## src/rtl/miner_pkg.sv

```systemverilog
// ============================================================================
// Module      : miner_pkg
// Description : Shared opcodes, controller state encoding and status-bit map.
// Revision    : 1.0
// ============================================================================
`default_nettype none

package miner_pkg;

  localparam logic [7:0] c_OP_LOAD       = 8'h01;
  localparam logic [7:0] c_OP_READ_STAT  = 8'h02;
  localparam logic [7:0] c_OP_READ_NONCE = 8'h03;
  localparam logic [7:0] c_OP_ABORT      = 8'h04;

  localparam int c_STAT_FOUND   = 0;
  localparam int c_STAT_BUSY    = 1;
  localparam int c_STAT_JOBV    = 2;
  localparam int c_STAT_OVERRUN = 3;

  typedef enum logic [2:0] {
    ST_IDLE       = 3'd0,
    ST_CMD        = 3'd1,
    ST_LOAD       = 3'd2,
    ST_READ_STAT  = 3'd3,
    ST_READ_NONCE = 3'd4,
    ST_DISCARD    = 3'd5
  } state_e;

endpackage

`default_nettype wire

```

## src/rtl/job_shift_buffer.sv

```systemverilog
// ============================================================================
// Module      : job_shift_buffer
// Description : Shadow buffer assembling header bytes; the newest byte enters
//               at the top so byte 0 ends up in bits [7:0].
// Revision    : 1.0
// ============================================================================
`default_nettype none

module job_shift_buffer #(
  parameter int BYTES = 76
) (
  input  logic               clk,
  input  logic               rst_n,
  input  logic               shift_en_i,
  input  logic [7:0]         byte_i,
  output logic [BYTES*8-1:0] assembled_o
);

  localparam int c_SW = (BYTES - 1) * 8;

  logic [c_SW-1:0] shadow_q;

  // assembled_o already includes byte_i so the final byte can be committed
  // in the same cycle it arrives.
  assign assembled_o = {byte_i, shadow_q};

  generate
    if (BYTES > 2) begin : g_multi
      always_ff @(posedge clk or negedge rst_n) begin
        if (!rst_n)          shadow_q <= '0;
        else if (shift_en_i) shadow_q <= {byte_i, shadow_q[c_SW-1:8]};
      end
    end else begin : g_pair
      always_ff @(posedge clk or negedge rst_n) begin
        if (!rst_n)          shadow_q <= '0;
        else if (shift_en_i) shadow_q <= byte_i;
      end
    end
  endgenerate

endmodule

`default_nettype wire

```

## src/rtl/spi_job_controller.sv

```systemverilog
// ============================================================================
// Module      : spi_job_controller
// Description : SPI command decoder loading hasher jobs and reporting nonces.
// Revision    : 1.0
// ============================================================================
`default_nettype none

module spi_job_controller
  import miner_pkg::*;
#(
  parameter int JOB_BYTES   = 76,
  parameter int NONCE_BYTES = 4
) (
  input  logic                     clk,
  input  logic                     rst_n,
  input  logic                     chip_enable,
  input  logic                     rx_valid,
  input  logic [7:0]               rx_byte,
  input  logic                     send_byte,
  output logic [7:0]               tx_byte,
  output logic [JOB_BYTES*8-1:0]   job_data,
  output logic                     job_valid,
  input  logic                     job_ready,
  input  logic                     hash_busy,
  input  logic                     nonce_valid,
  input  logic [NONCE_BYTES*8-1:0] nonce,
  output logic                     abort
);

  localparam int c_MAXB = (JOB_BYTES > NONCE_BYTES) ? JOB_BYTES : NONCE_BYTES;
  localparam int c_CW   = $clog2(c_MAXB + 1);

  state_e                   state_q, state_d;
  logic [c_CW-1:0]          cnt_q, cnt_d;
  logic                     ce_q;
  logic                     job_valid_q, job_valid_d;
  logic [JOB_BYTES*8-1:0]   job_data_q;
  logic                     abort_q, abort_d;
  logic                     found_q, found_d;
  logic                     overrun_q, overrun_d;
  logic [NONCE_BYTES*8-1:0] nonce_reg_q, nonce_reg_d;

  logic                     w_shift_en;
  logic                     w_job_commit;
  logic                     w_nonce_done;
  logic [JOB_BYTES*8-1:0]   w_assembled;
  logic [7:0]               w_status;
  logic [7:0]               w_nonce_byte;

  job_shift_buffer #(.BYTES(JOB_BYTES)) u_shift (
    .clk         (clk),
    .rst_n       (rst_n),
    .shift_en_i  (w_shift_en),
    .byte_i      (rx_byte),
    .assembled_o (w_assembled)
  );

  always_ff @(posedge clk or negedge rst_n) begin
    if (!rst_n) begin
      state_q     <= ST_IDLE;
      cnt_q       <= '0;
      ce_q        <= 1'b0;
      job_valid_q <= 1'b0;
      job_data_q  <= '0;
      abort_q     <= 1'b0;
      found_q     <= 1'b0;
      overrun_q   <= 1'b0;
      nonce_reg_q <= '0;
    end else begin
      state_q     <= state_d;
      cnt_q       <= cnt_d;
      ce_q        <= chip_enable;
      job_valid_q <= job_valid_d;
      abort_q     <= abort_d;
      found_q     <= found_d;
      overrun_q   <= overrun_d;
      nonce_reg_q <= nonce_reg_d;
      if (w_job_commit) job_data_q <= w_assembled;
    end
  end

  always_comb begin
    state_d      = state_q;
    cnt_d        = cnt_q;
    job_valid_d  = job_valid_q;
    abort_d      = 1'b0;
    w_shift_en   = 1'b0;
    w_job_commit = 1'b0;

    if (job_valid_q && job_ready) job_valid_d = 1'b0;

    if (chip_enable) begin
      state_d = ST_IDLE;
      cnt_d   = '0;
    end else begin
      unique case (state_q)
        // ce_q resets low so a frame already open at reset release is ignored.
        ST_IDLE: if (ce_q) state_d = ST_CMD;
        ST_CMD: begin
          if (rx_valid) begin
            unique case (rx_byte)
              c_OP_LOAD:       state_d = ST_LOAD;
              c_OP_READ_STAT:  state_d = ST_READ_STAT;
              c_OP_READ_NONCE: state_d = ST_READ_NONCE;
              c_OP_ABORT: begin
                abort_d     = 1'b1;
                job_valid_d = 1'b0;
                state_d     = ST_DISCARD;
              end
              default:         state_d = ST_DISCARD;
            endcase
          end
        end
        ST_LOAD: begin
          if (rx_valid) begin
            w_shift_en = 1'b1;
            cnt_d      = cnt_q + c_CW'(1);
            if (cnt_q == c_CW'(JOB_BYTES - 1)) begin
              w_job_commit = 1'b1;
              job_valid_d  = 1'b1;
              state_d      = ST_DISCARD;
            end
          end
        end
        ST_READ_NONCE: begin
          if (send_byte && (cnt_q < c_CW'(NONCE_BYTES))) cnt_d = cnt_q + c_CW'(1);
        end
        ST_READ_STAT: ;
        ST_DISCARD:   ;
        default:      state_d = ST_IDLE;
      endcase
    end
  end

  assign w_nonce_done = (state_q == ST_READ_NONCE) && send_byte &&
                        (cnt_q == c_CW'(NONCE_BYTES - 1));

  // Consumption clears first, so a coincident find is captured as a fresh one.
  always_comb begin
    found_d     = found_q;
    overrun_d   = overrun_q;
    nonce_reg_d = nonce_reg_q;
    if (w_nonce_done) begin
      found_d   = 1'b0;
      overrun_d = 1'b0;
    end
    if (nonce_valid) begin
      if (!found_d) begin
        nonce_reg_d = nonce;
        found_d     = 1'b1;
      end else begin
        overrun_d = 1'b1;
      end
    end
  end

  always_comb begin
    w_status                 = 8'h00;
    w_status[c_STAT_FOUND]   = found_q;
    w_status[c_STAT_BUSY]    = hash_busy;
    w_status[c_STAT_JOBV]    = job_valid_q;
    w_status[c_STAT_OVERRUN] = overrun_q;
  end

  always_comb begin
    w_nonce_byte = 8'h00;
    for (int i = 0; i < NONCE_BYTES; i++) begin
      if (cnt_q == c_CW'(i)) w_nonce_byte = nonce_reg_q[i*8 +: 8];
    end
  end

  always_comb begin
    tx_byte = 8'h00;
    if (state_q == ST_READ_STAT)       tx_byte = w_status;
    else if (state_q == ST_READ_NONCE) tx_byte = w_nonce_byte;
  end

  assign job_data  = job_data_q;
  assign job_valid = job_valid_q;
  assign abort     = abort_q;

endmodule

`default_nettype wire

```

## config.mk

```make
export PLATFORM = sky130hd
export DESIGN_NAME = spi_job_controller
export DESIGN_NICKNAME = d
export VERILOG_FILES = /design/src/rtl/miner_pkg.sv /design/src/rtl/job_shift_buffer.sv /design/src/rtl/spi_job_controller.sv
export SDC_FILE = /design/constraint.sdc
export NUM_CORES = 1
export LEC_CHECK = 0
export BUFFER_PORTS_ARGS = -buffer_cell sky130_fd_sc_hd__buf_2
export CORE_UTILIZATION = 57
export CTS_CLUSTER_DIAMETER = 30
export DETAILED_ROUTE_END_ITERATION = 8
export PLACE_DENSITY = 0.87
export RECOVER_POWER = 25
export REMOVE_ABC_BUFFERS = 1
export SLEW_MARGIN = 20
export SYNTH_ARGS = -nofsm -noshare
export SYNTH_HDL_FRONTEND = slang
export SYNTH_SLANG_ARGS = --single-unit
```

## constraint.sdc

```tcl
create_clock -name clk -period 3 [get_ports clk]
set_input_delay 0.15 -clock clk [delete_from_list [all_inputs] [get_ports clk]]
set_output_delay 0.15 -clock clk [all_outputs]
set_load 0.03 [all_outputs]
```

==> results by group <==
Worst setup path
  • CP Cell Sequence: inv_2 -> ha_1 -> nor2b_1 -> buf_4 -> a221oi_1 -> a211o_1 -> a21oi_2 -> buf_4
  • Crit path max fanout: 8
  • Most frequent CP cell: buf_4
  • Slowest cell delay on critical path: 470 ps
  • Slowest-stage cell, CP: dfrtp_2
  • Worst setup EP type: primary output
  • Critical Path RT: 2850 ps
  • CP Class: reg2out
  • Arrival time worst endpoint: 2980 ps
  • Nature of the critical path startpoint: flop

CTS
  • CTS tree: done
  • Bufs on Longest Clock Path: 3
  • CTS H-tree depth: 4
  • Worst skew pair latency: 800 ps
  • Sink Count: 1,255
  • Clk Tree Root Cell: clkbuf_16
  • Clock transition at path regs: 60 ps
  • Num CTS Buffers: 197
  • Post-CTS Repair Setup Buffers: 0

Timing
  • Fmax: 0.319 GHz
  • Measured slew at the worst slew-check pin: 1470 ps
  • Final Worst Setup Slack: -132 ps
  • Setup TNS: -143 ps
  • Minimum clock period: 3130 ps
  • Slew Limit Fails: 0
  • Hold Fails Final Rpt: 0
  • Fin crit share: 104%
  • Max_slew headroom: 2.30%
  • Final setup violation count: 2
  • Clock skew: 53.4 ps

Synthesis
  • Post-synth cell types: 43
  • Post-synthesis compound-gate area fraction: 0.682%
  • Flops & latches, synth: 1,255
  • Yosys warns: 0
  • Synth top area share: 65.8%
  • Post-synthesis adder-cell area fraction: 0.105%
  • Post-synth top area cell: dfrtp_1
  • Synth top cells by count: nand2_1, dfrtp_1, mux2_2, clkbuf_1, mux2_4
  • Mux contribution to synthesized area: 15.8%
  • Synth Area per Inst: 11.8 um2
  • Top cells by area, synth: dfrtp_1, nand2_1, mux2_2, mux2_4, clkbuf_1
  • Cell with the most instances after synthesis: nand2_1
  • Synth async-reset ratio: 100%
  • Post-synth EDFFs: 0
  • Post-Syn Instances: 4,026
  • Primary FF master, synth: dfrtp_1
  • XOR/XNOR Fraction of Synth Area: 0.110%
  • Simple-gate share of the synthesized area: 14.8%
  • Mapped Area: 47,700 um2
  • Main combinational cell family by area after synthesis: multiplexers
  • Sequential cell area fraction in the yosys report: 65.8%

Floorplanning
  • Die width: 291 um
  • IO Pins: 666
  • Die ar.: 84,800 um2
  • Core area: 82,500 um2
  • FP Rows: 105
  • Initial core utilization: 57.8%
  • Die height: 291 um

Min path
  • Hold WC Path Type: in2reg

Route
  • Routed Antenna Nets: 0
  • Final wirelength: 141,000 um
  • Iteration-0 DRC Markers: 3,109
  • 1st-pass router iterations: 7
  • Vias per cell: 5.81
  • Remaining DRCs: 0
  • Vias: 35,100
  • Drt wl/cell: 23.4 um

Pwr
  • Total leakage power: 34.1 nW
  • Max VDD drop: 0.000545 V
  • Total Power: 42.0 mW
  • Int Pwr: 32.7 mW
  • Sw Ratio: 22.3%
  • Sequential share of power: 40.4%
  • Clock power share: 58.4%
  • Comb pwr share: 1.2%
  • Sw Pwr: 9.35 mW
  • Cell area power density: 701 nW/um2

Placement
  • Final HPWL DP: 74,000 um
  • Placer Congestion: 0.857
  • Port bufs: 665

Status
  • Failing checks: negative setup slack
  • Status: complete, but fails checks

Finish
  • Area occupied by multi-input gates: 15,100 um2
  • Register area: 31,400 um2
  • Share of layout cells above drive strength 1: 35.1%
  • Fill cells: 4,542
  • Antenna Cells: 0
  • Layout area overhead: 25.6%
  • Fin nets: 4,858

Global route
  • GRT Total Usage: 33.3%
  • Initial antenna violation count: 1
  • GRT overflow: 0
  • First-pass GRT wire length: 219,000 um
  • Pin count of the biggest net entering global routing: 124
  • Vias in the first global route: 37,600

Flow run
  • Max_cap viols: 0
-- cell usage in the layout, fill, tap and decap left out, drive strengths merged, types with 5 or more instances in the layout --
| cell | count |
|---|---|
| a21oi | 8 |
| a221oi | 8 |
| a32o | 5 |
| buf | 727 |
| bufinv | 30 |
| clkbuf | 249 |
| clkinv | 50 |
| clkinvlp | 20 |
| dfrtp | 1255 |
| dlygate4sd3 | 50 |
| inv | 47 |
| mux2 | 640 |
| nand2 | 1810 |
| nor2 | 11 |
| nor2b | 10 |
| nor3 | 5 |
-- timing repair --
| action | 4_1_cts | 5_1_grt |
|---|---|---|
| hold endpoints to repair | 897 | 0 |
| resized for setup | 2 | 19 |
| pin swaps | 0 | 3 |
| endpoints found under the setup margin | 7 | 9 |
| hold buffers | 51 | 0 |
| gates cloned | 0 | 0 |
-- final cells by class --
type / count / area share [%]
inverter: 9 / 0.0564
clock buffer: 231 / 8.95
sequential: 1255 / 52.4
tap: 1070 / 2.23
clock inverter: 138 / 3.10
timing repair buffer: 795 / 8.00
multi-input combinational: 2548 / 25.2
-- worst max-delay path: cells and delay by family (launching register included) --
| family | cells | cell delay [ps] |
|---|---|---|
| AND/OR/NAND/NOR | 1 | 150 |
| buffers and inverters | 3 | 480 |
| AO/OA/AOI/OAI | 3 | 880 |
| adder cells (fa/ha/maj) | 1 | 210 |
| flip-flops | 1 | 470 |
-- power by group through the flow --
stage	registers (mW)	logic, mW	clock network, mW
global route	16.9	0.593	25.4
global placement	17.2	0.476	0
detailed placement	17.2	0.484	0
CTS	17.0	0.545	24.6
finish	17.0	0.523	24.5
floorplan	17.3	0.0271	0
-- cells by family (layout without fill, tap and decap cells) --
logic type               Yosys count  in the layout
adder cells (fa/ha/maj)            4              4
multiplexers                     641            641
flip-flops                      1255           1255
buffers and inverters            223           1173
XOR/XNOR                           6              6
AND/OR/NAND/NOR                 1856           1856
AO/OA/AOI/OAI                     41             41
-- metrics by stage --
stage                     cells  hold slack (ps)  setup WS, ps  cell area (um2)  utilization (%)
after CTS                  6047             70.6          21.9            60000             72.7
after detailed placement   5627              194           413            52300             63.4
after global routing       6046              130         -83.9            59900             72.6
final                      6046              136          -132            59900             72.6
after global placement     5627              197           520            52300             63.4
after floorplan            3812             -146        -33730            46500                -
-- final timing paths --
kind | startpoint | endpoint | slack [ps] | cells past startpoint
max | cnt_q[0] | tx_byte[7] | -130 | 8
min | nonce[17] | nonce_reg_q[17] | 140 | 3
max reg2reg | cnt_q[2] | job_data[258] | 130 | 6
min reg2reg | u_shift.shadow_q[123] | u_shift.shadow_q[115] | 470 | 2
max in group asynchronous | rst_n | u_shift.shadow_q[372] | 320 | 4
min in group asynchronous | rst_n | job_data[234] | 840 | 3
-- flip-flops by register name (all words and copies together) (netlist names) --
signal	cells
job_valid	1
overrun_q	1
u_shift.shadow_q	600
nonce_reg_q	32
ce_q	1
job_data	608
cnt_q	7
state_q	3
abort	1
found_q	1
-- per-layer routing --
layer | vias to the layer above | routed length [um] | global-route usage, %
li1 | 14600 | - | -
met1 | 17800 | 48300 | 37.5
met2 | 2094 | 70100 | 54.8
met3 | 697 | 11700 | 8.92
met4 | 2 | 11200 | 24.3
met5 | - | 12 | 0
Note: power is estimated with default switching activity, not from simulation.
